**config.mk**
```make
export PLATFORM = sky130hd
export DESIGN_NAME = icache
export DESIGN_NICKNAME = d
export VERILOG_FILES = /design/src/rtl/icache.sv
export SDC_FILE = /design/constraint.sdc
export NUM_CORES = 2
export LEC_CHECK = 0
export ABC_CLOCK_PERIOD_IN_PS = 7900
export CORE_ASPECT_RATIO = 0.9
export CORE_MARGIN = 4
export CORE_UTILIZATION = 45
export CTS_CLUSTER_DIAMETER = 50
export CTS_CLUSTER_SIZE = 25
export DETAILED_ROUTE_END_ITERATION = 16
export GPL_TIMING_DRIVEN = 0
export SYNTH_ARGS = -nofsm -noshare
export SYNTH_HDL_FRONTEND = slang
export SYNTH_SLANG_ARGS = --single-unit
```
**constraint.sdc**
```tcl
create_clock -name clk -period 7.9 [get_ports clk]
set_clock_uncertainty 0.15 [all_clocks]
set_input_delay 2.37 -clock clk [delete_from_list [all_inputs] [get_ports clk]]
set_output_delay 2.37 -clock clk [all_outputs]
set_load 0.1 [all_outputs]
```
**src/rtl/icache.sv**
```systemverilog
`default_nettype none
// ============================================================================
//  Module   : icache
//  Desc     : Direct-mapped, one-word-per-line instruction cache. Same-cycle
//             hit path to the fetcher; single outstanding refill to the
//             memory controller on a miss. Optional flush support is compiled
//             in with the ICACHE_FLUSH_EN macro.
//  Revision : 1.0 - initial release
// ============================================================================
module icache #(
    parameter int INDEX_BITS = 6
) (
    input  logic        clk,
    input  logic        rst_n,
    input  logic        rdy,
    input  logic        fetch_req,
    input  logic [31:0] fetch_pc,
    output logic        instr_2if_valid,
    output logic [31:0] instr_2if,
    output logic        req_2mc,
    output logic [31:0] addr_2mc,
    input  logic        mc_valid,
`ifdef ICACHE_FLUSH_EN
    input  logic        flush,
`endif
    input  logic [31:0] mc_data
);

    localparam int c_LINES    = 1 << INDEX_BITS;
    localparam int c_TAG_BITS = 30 - INDEX_BITS;

    typedef enum logic [0:0] {
        S_IDLE = 1'b0,
        S_MISS = 1'b1
    } state_t;

    state_t                  r_state;
    state_t                  w_state_nxt;
    logic [31:2]             r_miss_word;
    logic [c_LINES-1:0]      r_valid;
    logic [c_TAG_BITS-1:0]   r_tag  [c_LINES];
    logic [31:0]             r_data [c_LINES];

    logic [INDEX_BITS-1:0]   w_idx;
    logic [c_TAG_BITS-1:0]   w_tag;
    logic [INDEX_BITS-1:0]   w_fill_idx;
    logic [c_TAG_BITS-1:0]   w_fill_tag;
    logic                    w_lookup;
    logic                    w_hit;
    logic                    w_miss_start;
    logic                    w_fill_done;
    logic                    w_fill_we;
    logic                    w_inval;
    logic                    w_unused;

    assign w_idx      = fetch_pc[INDEX_BITS+1:2];
    assign w_tag      = fetch_pc[31:INDEX_BITS+2];
    assign w_fill_idx = r_miss_word[INDEX_BITS+1:2];
    assign w_fill_tag = r_miss_word[31:INDEX_BITS+2];
    assign w_unused   = ^fetch_pc[1:0];

    // A lookup only counts as a hit when the FSM is idle and the pipe is live
    assign w_lookup = fetch_req & r_valid[w_idx] & (r_tag[w_idx] == w_tag)
                    & (r_state == S_IDLE) & rdy;

`ifdef ICACHE_FLUSH_EN
    logic r_drop_fill;

    // A flush is only honoured while the pipe is running
    assign w_inval   = flush & rdy;
    // Fills requested before a flush are stale and must not land in the array
    assign w_fill_we = w_fill_done & ~r_drop_fill & ~w_inval;

    // Remember that the outstanding refill was overtaken by a flush
    always_ff @(posedge clk or negedge rst_n) begin
        if (!rst_n) begin
            r_drop_fill <= 1'b0;
        end else if (rdy) begin
            if (w_fill_done) begin
                r_drop_fill <= 1'b0;
            end else if (w_inval && (r_state == S_MISS)) begin
                r_drop_fill <= 1'b1;
            end
        end
    end
`else
    assign w_inval   = 1'b0;
    assign w_fill_we = w_fill_done;
`endif

    assign w_hit           = w_lookup & ~w_inval;
    assign instr_2if_valid = w_hit;
    assign instr_2if       = r_data[w_idx];
    assign req_2mc         = (r_state == S_MISS);
    assign addr_2mc        = {r_miss_word, 2'b00};

    // Next-state logic: launch a refill on a miss, return on the refill beat
    always_comb begin
        w_state_nxt  = r_state;
        w_miss_start = 1'b0;
        w_fill_done  = 1'b0;
        if (rdy) begin
            case (r_state)
                S_IDLE: begin
                    if (fetch_req && !w_hit) begin
                        w_state_nxt  = S_MISS;
                        w_miss_start = 1'b1;
                    end
                end
                S_MISS: begin
                    if (mc_valid) begin
                        w_state_nxt = S_IDLE;
                        w_fill_done = 1'b1;
                    end
                end
                default: w_state_nxt = S_IDLE;
            endcase
        end
    end

    // State register and latched miss address (drive the refill request)
    always_ff @(posedge clk or negedge rst_n) begin
        if (!rst_n) begin
            r_state     <= S_IDLE;
            r_miss_word <= '0;
        end else begin
            r_state <= w_state_nxt;
            if (w_miss_start) begin
                r_miss_word <= fetch_pc[31:2];
            end
        end
    end

    // Valid bits: cleared by reset or flush, set when a refill is installed
    always_ff @(posedge clk or negedge rst_n) begin
        if (!rst_n) begin
            r_valid <= '0;
        end else if (w_inval) begin
            r_valid <= '0;
        end else if (w_fill_we) begin
            r_valid[w_fill_idx] <= 1'b1;
        end
    end

    // Tag and data arrays: written only by an accepted refill
    always_ff @(posedge clk) begin
        if (w_fill_we) begin
            r_tag[w_fill_idx]  <= w_fill_tag;
            r_data[w_fill_idx] <= mc_data;
        end
    end

endmodule
`default_nettype wire
```
# ---- Word level (Yosys, flattened, before mapping)
# Memory sizes are Yosys's and may differ from the RTL's.
# Cells that the tools add are included.
dict set report totals {
  reg_bits 95
  ramBits 3584
  inputBits 69
  out_inout_bits 66
  word_cells 32
  memories 2
}
# name depth word_bits read_ports rd_ports_with_merged_regs wr line_no
set mem_list {}
lappend mem_list {r_data 64 32 1 0 1 42} ;# logic [31:0] r_data [c_LINES];
lappend mem_list {r_tag 64 24 1 0 1 41} ;# logic [c_TAG_BITS-1:0] r_tag [c_LINES];
dict set report op_classes {
  n_lt_le_gt_ge 3
  eq_ne 1
  n_mux 14
  bitwise 6
  n_reduce_logical 3
}
# operator count
set ops {}
lappend ops {{bitwise OR 64 bit} 1}
lappend ops {{== test 24 bit} 1}
lappend ops {{less-than comparator 6 x 7 -> 1 bit, second input constant} 2}
lappend ops {{two-way mux 1 bit} 11}
lappend ops {{binary-select mux 1 bit (select 6 bit)} 1}
lappend ops {{demux 1 bit (select 6 bit)} 1}
lappend ops {{greater-or-equal comparator 6 x 1 -> 1 bit, second input constant} 1}
lappend ops {{AND 1 bit} 4}
lappend ops {{logical AND 1 bit} 2}
lappend ops {{case mux 1 bit (2 select lines)} 1}
lappend ops {{logical NOT 1 bit} 1}
lappend ops {{NOT 1 bit} 1}

# ---- Logic depth before layout (Yosys ltp)
dict set report depth {
  depth_word 11
  mapped_depth 18
  depth_no_buf 10
}

# ---- Worst setup path before layout
# OpenSTA, ideal clock, no wires.
dict set report synth_timing {
  path_kind {input to output}
  start {in fetch_pc[2]}
  end {out instr_2if_valid}
  arrival_ps 8114
  required_time_ps 5380
  slack_ps -2734
  stages 14
  path_buffers 6
  path_cell_list {buf_6 -> buf_12 -> buf_6 -> buf_6 -> buf_6 -> buf_2 -> mux4_2 -> a221oi_1 -> o22ai_1 -> nor3_1 -> xor2_1 -> nand2_1 -> or3_1 -> nor4bb_1}
}
dict set report synth_between {
  elab_chain_len 6
  word_cells_on_any_way 8
  classes_between {eq/ne: 1; mux: 2; bitwise: 4; memory: 1}
}
# element line_no
set synth_lines {}
lappend synth_lines {{start, declared} 17} ;# input logic [31:0] fetch_pc,
lappend synth_lines {{branches (longest 3 deep; another with memory (64 x 24 bit))} -}
lappend synth_lines {{AND 1 bit *} 63} ;# assign w_lookup = fetch_req & r_valid[w_idx] & (r_tag[w_idx] == w_tag)
lappend synth_lines {{AND 1 bit * (2 in series)} 64} ;# & (r_state == S_IDLE) & rdy;
lappend synth_lines {{end, declared} 18} ;# output logic instr_2if_valid,
# Every way passes the cells marked *. The select of a mux whose other input is x is not followed.

# ---- Final worst setup path
dict set report layout_timing {
  start {in fetch_pc[4]}
  end {out instr_2if_valid}
}
# The elaborated chain is that of the path after synthesis.

==> results.py <==
metrics = {
    "final_layout": {
        "final_cell_mix": "edfxtp_1 (3584), mux4_2 (953), clkbuf_16 (410), buf_12 (331), mux2i_1 (240)",
        "seqCellArea_mm2": 0.110,
        "nets": 7184,
        "multiInputGateArea_mm2": 0.0307,
        "final_common_cell": "edfxtp_1",
        "area_delta_synth_final_pct": 24.1,
        "final_util_pct": 56.3,
        "fillCellCount": 22400,
        "drive_gt1_share_pct": 38.7,
    },
    "setup_path": {
        "r2r_slack_ns": 3.51,
        "end_kind": "output pin",
        "cp.buffers_inverters": 5,
        "cp_max_fo": 6,
        "slowest_delay_ns": 1.13,
        "cp_slowest_cell": "nor4_1",
        "cp.arrival_ns": 6.27,
        "cp_cell_sequence": "buf_2 > buf_8 > buf_12 > inv_1 > nor3_1 > a22oi_1 > and4b_1 > nor4_1 > nor2_1 > nor4bb_2 > nor4bb_4 > buf_6",
        "crit_required_ns": 5.38,
        "path_class": "primary input to output pin",
        "path_delay_family": "simple AND/OR/NAND/NOR gates",
        "crit_path_start_kind": "primary input",
    },
    "die": {
        "io_pins": 135,
        "die_w_um": 598,
        "die_y_um": 539,
        "start_util_pct": 45.3,
        "die-area_mm2": 0.323,
        "core_area_mm2": 0.311,
        "rows": 194,
    },
    "sta": {
        "hold_ws_ns": 0.318,
        "finalSetupViolations": 33,
        "max_freq_mhz": 114,
        "fin_crit_sh_pct": 111,
        "fin_ws_ns": -0.891,
        "rsz0062_at_grt": "true",
        "layout_min_cycle_time_ns": 8.79,
        "finalHoldViolCount": 0,
        "worst_slew_pin_slew_ns": 1.38,
        "slew_viol_final": 0,
        "relSlewSlack_pct": 6.88,
    },
    "logic_synthesis": {
        "synth_top_area_share_pct": 76.2,
        "synth-compound-area-share_pct": 1.56,
        "ys_seq_area_share_pct": 77.9,
        "ys_types": 70,
        "synth.mux.area_fraction_pct": 17.4,
        "synth-simple-area-share_pct": 1.76,
        "synthCells": 6060,
        "synth_top_area_cell": "edfxtp_1",
        "synth_edf_count": 3584,
        "ys_ff_latch": 3679,
        "yosys-top-cells-area": "edfxtp_1 (76%), mux4_2 (15%), mux2i_1 (1.8%)",
        "synth_fa_ha_area_share_pct": 0,
        "synth_xor_area_share_pct": 0.0744,
        "synth_top_family_by_area": "multiplexers",
        "synthArstFlopShare_pct": 2.58,
        "syn_area_mm2": 0.141,
        "yosysWarnings": 0,
        "synth_ff_type": "edfxtp_1",
        "postSynthAreaPerCell_um2": 23.3,
    },
    "run_status": {
        "violations": "negative setup slack",
        "outcome": "complete, but fails checks",
    },
    "route": {
        "drtIter0Drc": 15781,
        "drtPass1Iterations": 9,
        "routed_wl_um": 499000,
        "drc": 0,
        "vias": 78345,
        "ant_nets": 0,
        "viasPerCell": 6.78,
        "wl_per_cell_um": 43.2,
    },
    "cts": {
        "root_buffer": "clkbuf_16",
        "cts_buffers": 363,
        "clkTransAtPathRegs_ns": 0.08,
        "h-tree-depth": 5,
        "cts_tree": "done",
        "cts.sink_count": 3679,
        "hold_buffers": 0,
        "clk_latency_ns": 0.99,
        "clock_path_buffers": 4,
    },
    "grt": {
        "grtUsageMet1_pct": 44.8,
        "grt-ovfl-total": 0,
        "grtUsageMet3_pct": 10.2,
        "antenna_found_initial": 28,
        "grt_usage_pct": 30.2,
        "grt_pass1_wl_um": 654000,
        "grt_max_degree": 67,
        "met2_usage_pct": 41.6,
        "busiest_layer": "met1",
        "grt_pass1_vias": 72432,
    },
    "power_and_ir_drop": {
        "switching_share_pct": 25.9,
        "totalPowerFinal_uw": 45800,
        "combPwrFrac_pct": 9.5,
        "p_int_uw": 34000,
        "ir_worst_vdd_mv": 0.183,
        "p_switching_uw": 11900,
        "clkPwrFrac_pct": 41.0,
        "power.density_mw_per_mm2": 262,
        "p_leak_uw": 0.0571,
        "pwr-share-seq_pct": 49.5,
    },
    "min_path": {
        "hold_path.class": "flop to flop",
    },
    "placed_design": {
        "globalplace.congestion": 0.909,
        "port_buffers": 127,
        "post-dp-hpwl_um": 331000,
        "place_ws_ns": -4.27,
    },
    "flow_run": {
        "drv_cap": 0,
    },
}
-- layout make-up --
class | count | share of cell area [%]
Clock inverter | 296 | 2.22
Multi-Input combinational cell | 2051 | 17.5
Buffer | 313 | 3.11
Tap cell | 4116 | 2.94
Antenna cell | 10 | 0.0143
Timing Repair Buffer | 700 | 6.11
Sequential cell | 3679 | 62.8
Inverter | 7 | 0.0164
Clock buffer | 379 | 5.26
-- routing by layer --
| layer | part of all wire (%) | wire length (µm) |
|---|---|---|
| met5 | 0.088 | 442 |
| met4 | 4.6 | 22900 |
| met3 | 16 | 79300 |
| met2 | 42 | 208000 |
| met1 | 38 | 188000 |
-- what timing repair did --
item,in CTS,in global routing
gates cloned,25,19
setup buffers,158,83
pin swaps,24,29
resized for setup,949,135
endpoints found under the setup margin,33,33
-- state kept, by name, summed over array words and instances, names as in the netlist --
name,flops
r_data,2048
r_tag,1536
r_valid,64
r_miss_word,30
req_2mc,1
-- power groups by stage --
stage               logic [µW]  clock network [µW]  registers (µW)
global route              4440               19700           22700
global placement          3090                   0           23500
finish                    4370               18800           22700
detailed placement        3790                   0           23100
floorplan                 1590                   0           23500
CTS                       4170               18900           22700
-- cells in the mapped netlist, types with 17 or more instances --
cell and n:
or2_2 69, edfxtp_1 3584, mux4_2 953, a31oi_1 17, a32oi_1 19, nor2_1 108, o21ai_0 34, nor3_1 24
nor2b_1 30, nand3_1 42, mux2_2 24, o22ai_1 43, mux2i_1 249, a22oi_1 95, buf_2 96, clkbuf_1 146
nand2_1 85, nand4_1 25, dfrtp_1 95, buf_6 31, buf_4 35, a21oi_1 24, mux2_4 20
-- worst register-to-register path, delay by kind of cell, from the launching register on --
kind | cells | cell delay, ns
DFF | 1 | 0.44
buffers and inverters | 3 | 0.77
and+or+nand+nor | 3 | 2.70
-- stage by stage --
step                setup TNS, ns  instance area [µm²]  cells
floorplan                   -1.02               142000   6061
global placement                -               149000  10304
detailed placement        -158.44               155000  10594
CTS                        -16.84               174000  11447
global route               -14.71               175000  11544
finish                     -14.11               175000  11551
-- cells by family (layout without fill, tap and decap cells) --
| logic type | Yosys count | count (layout) |
|---|---|---|
| buf+inv | 331 | 1695 |
| xor+xnor | 12 | 12 |
| compound gates | 309 | 309 |
| other cells | 1 | 12 |
| flops | 3679 | 3679 |
| simple gates | 473 | 473 |
| mux | 1255 | 1255 |
-- final timing paths --
kind	startpoint	depth (start not counted)	endpoint
min reg2reg	r_valid[53]	1	r_valid[53]
min	r_valid[53]	1	r_valid[53]
max	fetch_pc[4]	12	instr_2if_valid
max reg2reg	req_2mc	6	r_data[54][21]
max in group asynchronous	rst_n	2	r_miss_word[20]
min in group asynchronous	rst_n	1	r_valid[21]
Power figures use the tool's default switching activity.
